[src/rtl/s298_harness_pkg.sv]
// Shared types and constants for the s298 attack harness.
// resp bit order is {G133,G132,G118,G117,G67,G66}.
package s298_harness_pkg;

    typedef enum logic [1:0] {
        StIdle,
        StSkipping,
        StCapture,
        StDone
    } misr_state_e;

    localparam int unsigned RESP_W_DEF = 6;
    localparam int unsigned SIG_W_DEF  = 16;
    localparam logic [15:0] POLY_CCITT = 16'h1021;

    localparam int unsigned G66_BIT  = 0;
    localparam int unsigned G67_BIT  = 1;
    localparam int unsigned G117_BIT = 2;
    localparam int unsigned G118_BIT = 3;
    localparam int unsigned G132_BIT = 4;
    localparam int unsigned G133_BIT = 5;

endpackage

[src/rtl/misr_step.sv]
// One Galois MISR update: shift left, fold in poly on carry-out, xor in the response.
// Purely combinational so the stimulus LFSR can reuse it with a zero response.
module misr_step #(
    parameter int unsigned SIG_W  = 16,
    parameter int unsigned RESP_W = 6
) (
    input  logic [SIG_W-1:0]  sig_i,
    input  logic [RESP_W-1:0] resp_i,
    input  logic [SIG_W-1:0]  poly_i,
    output logic [SIG_W-1:0]  next_o
);

    always_comb begin
        next_o = {sig_i[SIG_W-2:0], 1'b0} ^ (sig_i[SIG_W-1] ? poly_i : '0) ^ SIG_W'(resp_i);
    end

endmodule

[src/rtl/s298_resp_misr.sv]
// Response compactor for the s298 core: skip settling cycles, fold CYCLES responses
// into a MISR, hold the signature under a ready/ack handshake. Optional MISR_COMPARE_EN.
module s298_resp_misr
    import s298_harness_pkg::*;
#(
    parameter int unsigned      RESP_W = RESP_W_DEF,
    parameter int unsigned      SIG_W  = SIG_W_DEF,
    parameter logic [SIG_W-1:0] POLY   = SIG_W'(POLY_CCITT),
    parameter logic [SIG_W-1:0] SEED   = '0,
    parameter int unsigned      SKIP   = 2,
    parameter int unsigned      CYCLES = 64
) (
    input  logic              CK,
    input  logic              RN,
    input  logic              start,
    input  logic [RESP_W-1:0] resp,
    output logic              busy,
    output logic              sig_ready,
    input  logic              sig_ack,
`ifdef MISR_COMPARE_EN
    input  logic [SIG_W-1:0]  sig_golden,
    output logic              sig_match,
`endif
    output logic [SIG_W-1:0]  sig
);

    localparam int unsigned CNT_MAX = (SKIP > CYCLES) ? SKIP : CYCLES;
    localparam int unsigned CNT_W   = $clog2(CNT_MAX + 1);
    localparam logic [CNT_W-1:0] SKIP_LAST   = CNT_W'((SKIP == 0) ? 0 : SKIP - 1);
    localparam logic [CNT_W-1:0] CYCLES_LAST = CNT_W'(CYCLES - 1);

    misr_state_e      state_q, state_d;
    logic [CNT_W-1:0] cnt_q, cnt_d;
    logic [SIG_W-1:0] sig_q, sig_d;
    logic [SIG_W-1:0] sig_step;

    misr_step #(
        .SIG_W  (SIG_W),
        .RESP_W (RESP_W)
    ) u_step (
        .sig_i  (sig_q),
        .resp_i (resp),
        .poly_i (POLY),
        .next_o (sig_step)
    );

    always_ff @(posedge CK or negedge RN) begin
        if (!RN) begin
            state_q <= StIdle;
            cnt_q   <= '0;
            sig_q   <= SEED;
        end else begin
            state_q <= state_d;
            cnt_q   <= cnt_d;
            sig_q   <= sig_d;
        end
    end

    always_comb begin
        state_d = state_q;
        cnt_d   = cnt_q;
        sig_d   = sig_q;
        case (state_q)
            StIdle: begin
                if (start) begin
                    sig_d   = SEED;
                    cnt_d   = '0;
                    state_d = (SKIP > 0) ? StSkipping : StCapture;
                end
            end
            StSkipping: begin
                if (cnt_q == SKIP_LAST) begin
                    cnt_d   = '0;
                    state_d = StCapture;
                end else begin
                    cnt_d = cnt_q + 1'b1;
                end
            end
            StCapture: begin
                sig_d = sig_step;
                cnt_d = cnt_q + 1'b1;
                if (cnt_q == CYCLES_LAST) begin
                    state_d = StDone;
                end
            end
            StDone: begin
                // start is deliberately ignored here, even alongside ack
                if (sig_ack) begin
                    state_d = StIdle;
                end
            end
            default: state_d = StIdle;
        endcase
    end

    always_comb begin
        busy      = (state_q == StSkipping) || (state_q == StCapture);
        sig_ready = (state_q == StDone);
    end

    assign sig = sig_q;

`ifdef MISR_COMPARE_EN
    assign sig_match = sig_ready && (sig_q == sig_golden);
`endif

endmodule

[config.mk]
export PLATFORM = sky130hd
export DESIGN_NAME = s298_resp_misr
export DESIGN_NICKNAME = d
export VERILOG_FILES = /design/src/rtl/s298_harness_pkg.sv /design/src/rtl/misr_step.sv /design/src/rtl/s298_resp_misr.sv
export SDC_FILE = /design/constraint.sdc
export NUM_CORES = 1
export LEC_CHECK = 0
export ABC_AREA = 0
export CAP_MARGIN = 30
export CORE_ASPECT_RATIO = 1.25
export CORE_MARGIN = 2
export CORE_UTILIZATION = 55
export DETAILED_ROUTE_END_ITERATION = 8
export PLACE_DENSITY = 0.9
export RECOVER_POWER = 50
export SLEW_MARGIN = 40
export SYNTH_ARGS = -nofsm -noshare
export SYNTH_HDL_FRONTEND = slang
export SYNTH_HIERARCHICAL = 1
export SYNTH_SLANG_ARGS = --single-unit
[constraint.sdc]
create_clock -name CK -period 3.3 [get_ports CK]
set_input_delay 0.825 -clock CK [delete_from_list [all_inputs] [get_ports CK]]
set_output_delay 0.825 -clock CK [all_outputs]
set_load 0.05 [all_outputs]
== Word-level counts from Yosys, hierarchy flattened ==
Cells that the tools add are included.
Word-level totals
  register bits: 25
  output and inout bits: 18
Operators by class
  eq/ne operators: 9
  reductions and logical operators: 7
  muxes and demuxes: 11
  add/sub/neg operators: 1
  bitwise gates (word level): 2
Operator list (count)
  $pmux 16 s2: 1
  $pmux 7 s3: 1
  $mux 16: 1
  $xor 16x16->16: 1
  $xor 16x6->16: 1
  $mux 7: 2
  $mux 13: 1
  $mux 2: 4
  $pmux 2 s4: 1
  $add 7x1->7 const B: 1
  $eq 7x1->1 const B: 1
  $eq 7x6->1 const B: 1
  $ne 2x2->1 const B: 3
  $eq 2x2->1 const B: 2
  $reduce_and 2->1: 2
  $reduce_and 4->1: 1
  $reduce_bool 3->1: 1
  $eq 2x1->1 const B: 1
  $logic_not 2->1: 1
  $ne 2x1->1 const B: 1
  $reduce_bool 2->1: 1
  $logic_or 1x1->1: 1

== Depth between registers and ports, before layout ==
  word-level depth: 4
  mapped depth: 6
  mapped depth without buffers: 6

== Cells and area by module ==
The synthesis kept the hierarchy.
Modules (own cells, without submodules)
  s298_resp_misr: area each 1168.6 sq um, seq. area each 625.6 sq um, instances 1, cells an instance 99
  misr_step: area each 287.8 sq um, seq. area each 0.0 sq um, instances 1, cells an instance 39

== Worst setup path before layout ==
OpenSTA, ideal clock, no wires.
  path type: reg2reg
  start point: register state_q[1]
  end point: register cnt_q[5]
  buffers on the path: 0
  data arrival time: 1.831 ns
  path slack: 1.381 ns
  stages on the path, launching flop included: 6
  required time: 3.213 ns
  library setup time: 0.087 ns
  clock period less this slack: 1.919 ns
  cells stage by stage: dfrtp_1 -> inv_1 -> ha_1 -> o221ai_2 -> or4_1 -> o211ai_1
Between the ends
  longest elaborated chain between the ends: 3
Ends and longest elaborated chain
  start: declaration: line s298_resp_misr.sv:32  | misr_state_e state_q, state_d;
  start signal: assignment: line s298_resp_misr.sv:49  | state_q <= StIdle;
  start signal: assignment: line s298_resp_misr.sv:53  | state_q <= state_d;
  $eq 2x1->1 (tied with other cells): line s298_resp_misr.sv:63  | case (state_q)
  $reduce_bool 3->1 (no line) or $ne 2x2->1 (tied branches)
  $reduce_and 2->1 (no line)
  end signal: assignment: line s298_resp_misr.sv:54  | cnt_q <= cnt_d;
  end: declaration: line s298_resp_misr.sv:33  | logic [CNT_W-1:0] cnt_q, cnt_d;
Parallel ways exist; a longest one is shown, timed or not.
A chain may end at the register's enable or synchronous reset.

== Worst setup path in the final report ==
  start point: register sig_q[15], in the netlist sig[15]
  end point: output sig[15]
RTL lines
  start: declaration: line s298_resp_misr.sv:34  | logic [SIG_W-1:0] sig_q, sig_d;
  start signal: assignment: line s298_resp_misr.sv:55  | sig_q <= sig_d;
  end: declaration: line s298_resp_misr.sv:24  | output logic [SIG_W-1:0] sig
No word-level cell between the ends.

==> flow_summary_export.csv <==
group,metric,value,unit
clocking,clock_path_buffers,2,
hold_path,hp-class,"reg -> reg",
floorplanning,design.core.area,2480,um2
place,placed_cell_area,1800,um2
global_routing,overflow,0,
global_routing,grt_pass1_wl,5230,um
global_routing,antenna_found_initial,0,
place,place_congestion,0.759,
detailed_routing,ant_nets,0,
clocking,cts_root_buffer,"clkbuf_4",
cells_and_area,syn_to_final_growth,22.7,%
sta,rsz0062_at_grt,"no",
critical_path,critPathTopFamily,"buffers and inverters",
critical_path,cp_slowest_stage_delay,0.92,ns
synthesis,async_reset_ff_share,100,%
critical_path,cp.depth,1,
synthesis,synth.distinct_cells,35,
flow_run,cap_violations,0,
synthesis,syn_area,1460,um2
clocking,cts.htree.levels,1,
sta,hold_violations,0,
run_status,status,"complete, no violations",
sta,fin_skew,0.00116,ns
sta,post-route-min-period,2.84,ns
critical_path,critical-path-slowest-cell,"clkdlybuf4s50_1",
clocking,clk_latency,0.33,ns
synthesis,ys_ff_latch,25,
cells_and_area,drive_gt1_share,7.78,%
pwr,power,512,uW
floorplanning,io_pins,28,
synthesis,postSynthAreaPerCell,10.6,um2
pwr,powerDensity,287,nW/um2
clocking,numCtsBuffers,3,
place,io_buffer_count,27,
sta,relSlewSlack,13.4,%
synthesis,ys.flop_type,"dfrtp_1",
pwr,p_leak,0.000764,uW
hold_path,whs_path_depth,1,
detailed_routing,wl_per_cell,14.2,um
global_routing,grt_pass1_vias,1193,
critical_path,critPathKind,"reg -> out",
sta,min_period_over_period,86.2,%
place,post-dp-hpwl,2250,um
floorplanning,die_h,61.5,um
sta,fin_tns_setup,0,ns
detailed_routing,wl,3020,um
critical_path,cp_num_buf_inv,1,
detailed_routing,num_vias,1157,
clocking,post_cts.resized_instances,0,
sta,final_max_slew_viol_count,0,
global_routing,grt_util_all_layers,22.4,%
synthesis,yosysSeqAreaShare,43.0,%
global_routing,grt_max_degree,26,
cells_and_area,fin_cells,213,
critical_path,path_cells,"clkdlybuf4s50_1",
cells_and_area,antenna_cells,0,
clocking,clk_pin_slew_worst_paths,0.13,ns
floorplanning,dieWidth,50.0,um
floorplanning,die_area,3080,um2
detailed_routing,vias_per_cell,5.43,
clocking,cts_tree,"done",
synthesis,ys.warnings.count,6,
place,placed_cells,209,
sta,tightest_slew,1.30,ns
clocking,postCtsSetupRepairBufs,0,
clocking,postCtsHoldBufs,0,
sta,setup_viol_count_final,0,
critical_path,cp-end-kind,"output pin",
floorplanning,initial_core_util,58.8,%
sta,clock.fmax,352,MHz
detailed_routing,drt-initial-drc-count,23,
synthesis,postSynthCellCount,138,
cells_and_area,mostFrequentLayoutCells,"25 x dfrtp_1, 25 x clkdlybuf4s50_1, 17 x a22o_1",
clocking,cts.sinks,25,
critical_path,required,2.47,ns
cells_and_area,nets,197,
critical_path,r2r_cells,6,
detailed_routing,drt_first_pass_iters,4,
critical_path,cp.arrival,2.02,ns
synthesis,synth-edff-count,0,
detailed_routing,drc,0,
critical_path,cp_max_fo,18,
critical_path,critPathLaunchType,"flip-flop",
pwr,vdd_drop_max,0.228,mV
cells_and_area,final_area,1790,um2
floorplanning,rows,20,
-- sequential cells by signal, summed over array words and instances (netlist names) --
signal and count:
cnt_q 7, sig 16, state_q 2
-- kinds of logic after synthesis --
group | after synthesis | share of synthesized area [%]
and+or+nand+nor | 41 | 14.7
AOI/OAI and AO/OA | 33 | 19.1
DFF | 25 | 43.0
xor gates and xnor gates | 21 | 12.6
buffers and inverters | 9 | 3.95
adders and majority gates | 6 | 5.15
other | 2 | 0.516
muxes | 1 | 1.03
-- layout make-up --
cell class	instances	area [um2]
Clock buffer	4	26.3
Fill cell	184	691
Inverter	5	18.8
Multi-Input combinational cell	118	801
Sequential cell	25	626
Tap cell	33	41.3
Timing Repair Buffer	28	274
-- synthesized netlist by cell type (2+ instances only) --
library cell | n | area [um2]
nor2_1 | 5 | 18.8
a21oi_1 | 2 | 10.0
nand2_1 | 16 | 60.1
nand2b_1 | 3 | 18.8
conb_1 | 2 | 7.51
dfrtp_1 | 25 | 626
xnor2_1 | 16 | 140
o21ai_1 | 2 | 10.0
ha_1 | 6 | 75.1
inv_1 | 5 | 18.8
nand3_1 | 2 | 10.0
or3_1 | 2 | 12.5
clkbuf_1 | 2 | 7.51
a22o_1 | 17 | 149
o21ai_0 | 5 | 25.0
xor2_1 | 5 | 43.8
nand2_2 | 5 | 31.3
-- worst paths after layout --
kind	from	to	slack, ns
worst max-delay path	sig[15]	sig[15]	0.46
worst min-delay path	cnt_q[0]	cnt_q[0]	0.57
worst max register to register	cnt_q[1]	cnt_q[2]	1.06
worst min register to register	cnt_q[0]	cnt_q[0]	0.57
max in group asynchronous	RN	sig[13]	1.26
min in group asynchronous	RN	sig[3]	1.28
-- layer usage --
metal	vias to the layer above	global-route usage, %	wire length, um
li1	554	-	-
met1	570	27.3	1270
met2	26	41.0	1610
met3	7	1.70	74
met4	0	10.3	69
met5	-	0	0
-- where the power goes --
group / switching (uW) / internal, uW / leakage, uW / total (uW)
Clock: 93.9 / 47.5 / 0.0000150 / 141
Sequential: 3.92 / 310 / 0.000310 / 314
Combinational: 31.8 / 25.3 / 0.000439 / 57.2
-- metrics by stage --
| step | utilization (%) | hold WS, ns | setup WS, ns |
|---|---|---|---|
| detailed placement | 72.5 | 0.552 | 0.819 |
| global placement | 72.2 | 0.536 | 0.764 |
| global route | 72.1 | 0.605 | 0.375 |
| floorplan | - | 0.504 | 1.38 |
| CTS | 73.5 | 0.570 | 0.435 |
| finish | 72.1 | 0.570 | 0.455 |
(Power assumes the default switching activity.)
